`src/rtl/press_logic.sv`:
```
// rtl/press_logic.sv - button press synchronizer, hold-duration timer and release-time position latch
module press_logic #(
    parameter int TICK_DIV = 4,
    parameter int DIV_W    = 16
) (
    input  logic       clk,
    input  logic       rst,
    input  logic       BTN,
    input  logic [1:0] random,
    output logic       is_pressing,
    output logic [3:0] press_time,
    output logic [1:0] position
);

    typedef enum logic {
        IDLE     = 1'b0,
        PRESSING = 1'b1
    } state_t;

    localparam logic [DIV_W-1:0] DIV_MAX  = DIV_W'(TICK_DIV - 1);
    localparam logic [3:0]       TIME_MAX = 4'd15;

    state_t           state;
    logic             btn_meta;
    logic             btn_s;
    logic [DIV_W-1:0] divider;

    // Two-flop synchronizer for the asynchronous push-button
    always_ff @(posedge clk or posedge rst) begin
        if (rst) begin
            btn_meta <= 1'b0;
            btn_s    <= 1'b0;
        end else begin
            btn_meta <= BTN;
            btn_s    <= btn_meta;
        end
    end

    // Press state machine: hold-time divider/counter and position capture on release
    always_ff @(posedge clk or posedge rst) begin
        if (rst) begin
            state       <= IDLE;
            is_pressing <= 1'b0;
            press_time  <= 4'd0;
            divider     <= '0;
            position    <= 2'd0;
        end else begin
            case (state)
                IDLE: begin
                    if (btn_s) begin
                        state       <= PRESSING;
                        is_pressing <= 1'b1;
                        press_time  <= 4'd0;
                        divider     <= '0;
                    end
                end
                PRESSING: begin
                    // The exit edge still counts as a held cycle
                    if (divider == DIV_MAX) begin
                        divider <= '0;
                        if (press_time != TIME_MAX) begin
                            press_time <= press_time + 4'd1;
                        end
                    end else begin
                        divider <= divider + 1'b1;
                    end
                    if (!btn_s) begin
                        state       <= IDLE;
                        is_pressing <= 1'b0;
                        position    <= random;
                    end
                end
                default: begin
                    state       <= IDLE;
                    is_pressing <= 1'b0;
                end
            endcase
        end
    end

endmodule

```
`config.mk`:
```
export PLATFORM = sky130hd
export DESIGN_NAME = press_logic
export DESIGN_NICKNAME = d
export VERILOG_FILES = /design/src/rtl/press_logic.sv
export SDC_FILE = /design/constraint.sdc
export NUM_CORES = 1
export LEC_CHECK = 0
export CORE_ASPECT_RATIO = 1.5
export CORE_MARGIN = 2
export CORE_UTILIZATION = 55
export DETAILED_ROUTE_END_ITERATION = 6
export PLACE_DENSITY_LB_ADDON = 0.15
export SYNTH_ARGS = -nofsm -noshare
export SYNTH_HDL_FRONTEND = slang
export SYNTH_SLANG_ARGS = --single-unit
```
`constraint.sdc`:
```
create_clock -name clk -period 2.7 [get_ports clk]
set_input_delay 0.405 -clock clk [delete_from_list [all_inputs] [get_ports clk]]
set_output_delay 0.405 -clock clk [all_outputs]
set_load 0.03 [all_outputs]
```
# Word-level counts from Yosys, hierarchy flattened
# Index checks and enable logic that the tools add are counted.
[op_classes] n_addsub=2 eq_ne=6 mux=11 reduce_logical=3 bitwise=2
[ops] op="2-to-1 mux 16 bit" count=2
[ops] op="one-hot mux 16 bit (2 select lines)" count=1
[ops] op="adder 16 x 1 -> 16 bit, second input constant" count=1
[ops] op="== test 16 x 2 -> 1 bit, second input constant" count=1
[ops] op="2-to-1 mux 4 bit" count=3
[ops] op="one-hot mux 4 bit (2 select lines)" count=1
[ops] op="adder 4 x 1 -> 4 bit, second input constant" count=1
[ops] op="!= test 2 x 1 -> 1 bit, second input constant" count=2
[ops] op="!= test 2 bit, second input constant" count=2
[ops] op="!= test 4 bit, second input constant" count=1
[ops] op="AND reduction 2 bit" count=2
[ops] op="2-to-1 mux 1 bit" count=3
[ops] op="AND reduction 3 bit" count=1
[ops] op="NOT 1 bit" count=2
[ops] op="one-hot mux 1 bit (2 select lines)" count=1
[totals] word_cells=31 reg_bits=26 inputBits=5 out_inout_bits=7

# Longest topological paths before layout
[depth] depth_word=4 mapped_depth=8 mapped_depth_nobuf=6

# Worst setup path before layout
# Ideal clock, no wire load.
[synth_path] kind="register -> register" startpoint="register state" endpoint="register divider[15]" arrival_time_ns=1.831 synth_period_minus_slack_ns=1.909 path_buffers=2 stages_incl_launch_ff=9 required_ns=2.623 setup_slack_ns=0.791 setup_time_ns=0.077 path_cell_list="dfrtp_1 -> buf_6 -> inv_1 -> ha_1 -> buf_6 -> and4b_2 -> nand4_4 -> or4_1 -> a21oi_1"
[synth_via] elab_chain_len=2 elab_cells_between_ends=3 classes_between="eq/ne: 1; mux: 1; bitwise: 1"
[synth_rtl] element="start, declared" line="23" source="state_t state;"
[synth_rtl] element="start signal, assigned" line="42" source="state <= IDLE;"
[synth_rtl] element="start signal, assigned" line="51" source="state <= PRESSING;"
[synth_rtl] element="start signal, assigned" line="68" source="state <= IDLE;"
[synth_rtl] element="NOT 1 bit"
[synth_rtl] element="one-hot mux 16 bit (2 select lines) or != test 2 bit (tied branches)"
[synth_rtl] element="end signal, assigned" line="65" source="divider <= divider + 1'b1;"
[synth_rtl] element="end, declared" line="26" source="logic [DIV_W-1:0] divider;"
# Parallel ways exist; a longest one is shown, timed or not.
# A chain may end at the register's enable or synchronous reset.

# Worst setup path in the final report
# Ends and elaborated chain as after synthesis.

==> out/qor.log <==
[place] final weighted congestion of routability-driven global placement 0.892
[power] switching share of total power 0.270
[timing] maximum achievable frequency 474 MHz
[hold_path] worst min path class reg2reg
[synthesis] synthesized-area fraction occupied by ao, oa, aoi and oai cells 0.102
[floorplanning] placeable core region 0.00239 mm^2
[timing] Tcrit/Tclk final 0.781
[synthesis] cell type with the highest aggregate area in the netlist dfrtp_1
[clocking] TritonCTS clock tree yes
[floorplanning] Cell Rows 22
[synthesis] number of register bits inferred by synthesis 26
[global_route] final global-route overflow total 0
[place] hpwl dp 2000 um
[global_route] antenna violations before repair 0
[global_route] pin count of the biggest net entering global routing 27
[clocking] TritonCTS Buffers 3
[timing] setup violators final 0
[routing] average vias per placed instance 6.18
[power] static leakage 0.662 nW
[floorplanning] Total Die Area 0.00290 mm^2
[synthesis] main combinational cell family by area after synthesis simple AND/OR/NAND/NOR gates
[power] Power per Cell Area 482 mW/mm^2
[global_route] via count of the first global-routing pass 1,156
[critical_path] count of cells along the worst register-to-register path 6
[status] outcome finished clean
[cells_and_area] area added between synthesis and finish 11.6%
[routing] initial drt markers 27
[timing] count of final max-slew check failures 0
[critical_path] CP Data Required Time 2970 ps
[cells_and_area] share of final-layout standard cells stronger than drive strength 1 0.129
[floorplanning] starting density of the core 0.570
[critical_path] Max FO, Critical Path 9
[synthesis] YS warnings 0
[timing] transition at the pin with the smallest max-transition slack 390 ps
[routing] number of remaining DRC errors 0
[power] part of the power in combinational logic 0.150
[hold_path] hold path cells 0
[synthesis] Synth Area in Simple Gates 0.261
[clocking] clock root buffer clkbuf_4
[timing] Setup TNS Final 0 ps
[critical_path] nature of the critical path endpoint register
[synthesis] Post-synth EDFFs 0
[critical_path] Worst EP arrival 2380 ps
[clocking] post-CTS setup repair buffer count 0
[routing] topmost layer with routed signal wires met4
[clocking] count of H-tree levels built during CTS 1
[critical_path] category of the worst setup path launch point register
[clocking] maximum count of clock buffers along a single path 2
[routing] number of antenna-violating nets in the routed design 0
[floorplanning] number of top-level pins 12
[routing] routed length on met2 1440 um
[power] Cell Int Power 0.536 mW
[power] clock share of power 0.270
[place] Buffers on Ports 11
[clocking] Hold Buf Count CTS 0
[critical_path] CP Class reg2reg
[global_route] wire length of the first global-routing pass 4930 um
[cells_and_area] post-layout utilization of the core 0.636
[clocking] Post-CTS Resized 0
[synthesis] multiplexer share of the synthesized area 0.0321
[synthesis] Mapped Cells 133
[synthesis] Distinct cells, synth 38
[routing] DRT met1 WL 1080 um
[clocking] clock transition time at the flip-flop clock pins of the worst setup and hold paths 140 ps
[run] max_cap viols 0
[synthesis] post-synthesis sequential area ratio 0.477
[routing] wire length reported by the detailed router 2740 um
[synthesis] synthesized area 0.00137 mm^2
[routing] detailed-route via count 1,057
[power] net load switching power 0.198 mW
[cells_and_area] final net count 157
[power] Reg power frac 0.580
[synthesis] Post-Synthesis Net Count 142
[synthesis] leading register cell type out of synthesis dfrtp_1
[timing] number of hold violations in the final report 0
[synthesis] area share of the largest cell type after synthesis 0.477
[clocking] TritonCTS Sinks 26
[routing] average wire per standard cell 16.0 um
[synthesis] Async S/R FF share, synth 1.00
[clocking] insertion delay of the later-clocked pin in the worst-skew pair 330 ps
[floorplanning] Die Height 65.0 um
[power] worst vdd rail ir drop 0.281 mV
[timing] worst slew slack as a fraction of its limit 0.738
[floorplanning] die boundary width 44.7 um
[synthesis] average cell area after synthesis 10.3 um^2
[synthesis] synthesized-area fraction occupied by xor and xnor cells 0.0513
[synthesis] leading cell types by total area after synthesis dfrtp_1 48%, nand2_1 4.7%, ha_1 3.7%, nor2_1 3.6%, xnor2_1 3.2%
[routing] total met3 wirelength after detailed routing 67 um
[cells_and_area] layout filler cell count 194
[routing] length of the first detailed-routing pass in iterations 4
[timing] RSZ-0062 raised after global routing false
[global_route] total routing resource utilization after global routing 0.232
[timing] Min Clock Period, post-route 2110 ps
[synthesis] adder-cell share of the synthesized area 0.0367
[cells_and_area] number of diodes added for antenna fixing 0
[timing] final clock skew 12.4 ps
==> area by class of cell <==
cell class,count,area (um^2),area share
multi-input combinational,99,659,0.433
sequential,26,651,0.427
timing repair buffer,14,133,0.0870
clock buffer,4,36.3,0.0238
tap,24,30.0,0.0197
inverter,4,15.0,0.00985
==> cells in the mapped netlist, types with 3 or more instances <==
cell,number
a21oi_1,4
dfrtp_1,26
ha_1,4
inv_1,4
mux2_2,3
nand2_1,17
nand3_1,6
nand4_1,3
nor2_1,13
nor3_1,6
o21ai_0,8
or3_1,3
xnor2_1,5
xor2_1,3
==> worst max-delay path, stage by stage, from the launching register on <==
cell	delay (ps)
dfrtp_1	520
inv_1	170
ha_1	300
and4b_2	360
nand4_4	130
or4_1	430
a21oi_1	150
==> cells by family after synthesis <==
| kind of cell | after synthesis |
|---|---|
| XOR/XNOR | 8 |
| buffers and inverters | 8 |
| adder cells (fa/ha/maj) | 4 |
| multiplexers | 4 |
| flip-flops | 26 |
| AO/OA/AOI/OAI | 21 |
| AND/OR/NAND/NOR | 62 |
==> registers in the layout, summed over array words and instances (netlist names) <==
signal       flops
btn_meta         1
btn_s            1
divider         16
is_pressing      1
position         2
press_time       4
state            1
==> power by group through the flow <==
stage	clock network (mW)	registers, mW	logic (mW)
floorplan	0	0.446	0.0581
global placement	0	0.433	0.109
detailed placement	0	0.433	0.111
CTS	0.205	0.426	0.112
global route	0.215	0.429	0.123
finish	0.198	0.426	0.110
==> path summary, 6_finish.rpt <==
kind	from	endpoint	slack, ps
setup / recovery	state	divider[15]	590
hold / removal	btn_meta	btn_s	380
setup reg to reg	state	divider[15]	590
hold reg to reg	btn_meta	btn_s	380
max in group asynchronous	rst	divider[11]	2040
min in group asynchronous	rst	press_time[0]	410
==> metal layers <==
layer  vias to the layer above  global-route usage
met5                         -                   0
met4                         0               0.193
met3                        14              0.0279
met2                        26               0.384
met1                       505               0.249
li1                        512                   -
==> cells in the final DEF (no fill, tap or decap), types with 4 or more instances in the layout <==
| cell | netlist | layout |
|---|---|---|
| a21oi_1 | 4 | 4 |
| clkdlybuf4s50_1 | 0 | 11 |
| dfrtp_1 | 26 | 26 |
| ha_1 | 4 | 4 |
| inv_1 | 4 | 4 |
| nand2_1 | 17 | 17 |
| nand3_1 | 6 | 6 |
| nor2_1 | 13 | 13 |
| nor3_1 | 6 | 6 |
| o21ai_0 | 8 | 8 |
| xnor2_1 | 5 | 5 |
==> stage by stage <==
stage / total power, mW / instances / hold slack [ps] / instance area [um^2] / setup WS, ps
global placement: 0.542 / 167 / 348 / 1490 / 712
finish: 0.734 / 171 / 380 / 1520 / 591
CTS: 0.742 / 171 / 379 / 1520 / 581
detailed placement: 0.545 / 167 / 338 / 1490 / 593
floorplan: 0.504 / 133 / 331 / 1370 / 791
global route: 0.768 / 171 / 382 / 1520 / 396
No activity file was read; power rests on OpenSTA's default activity.
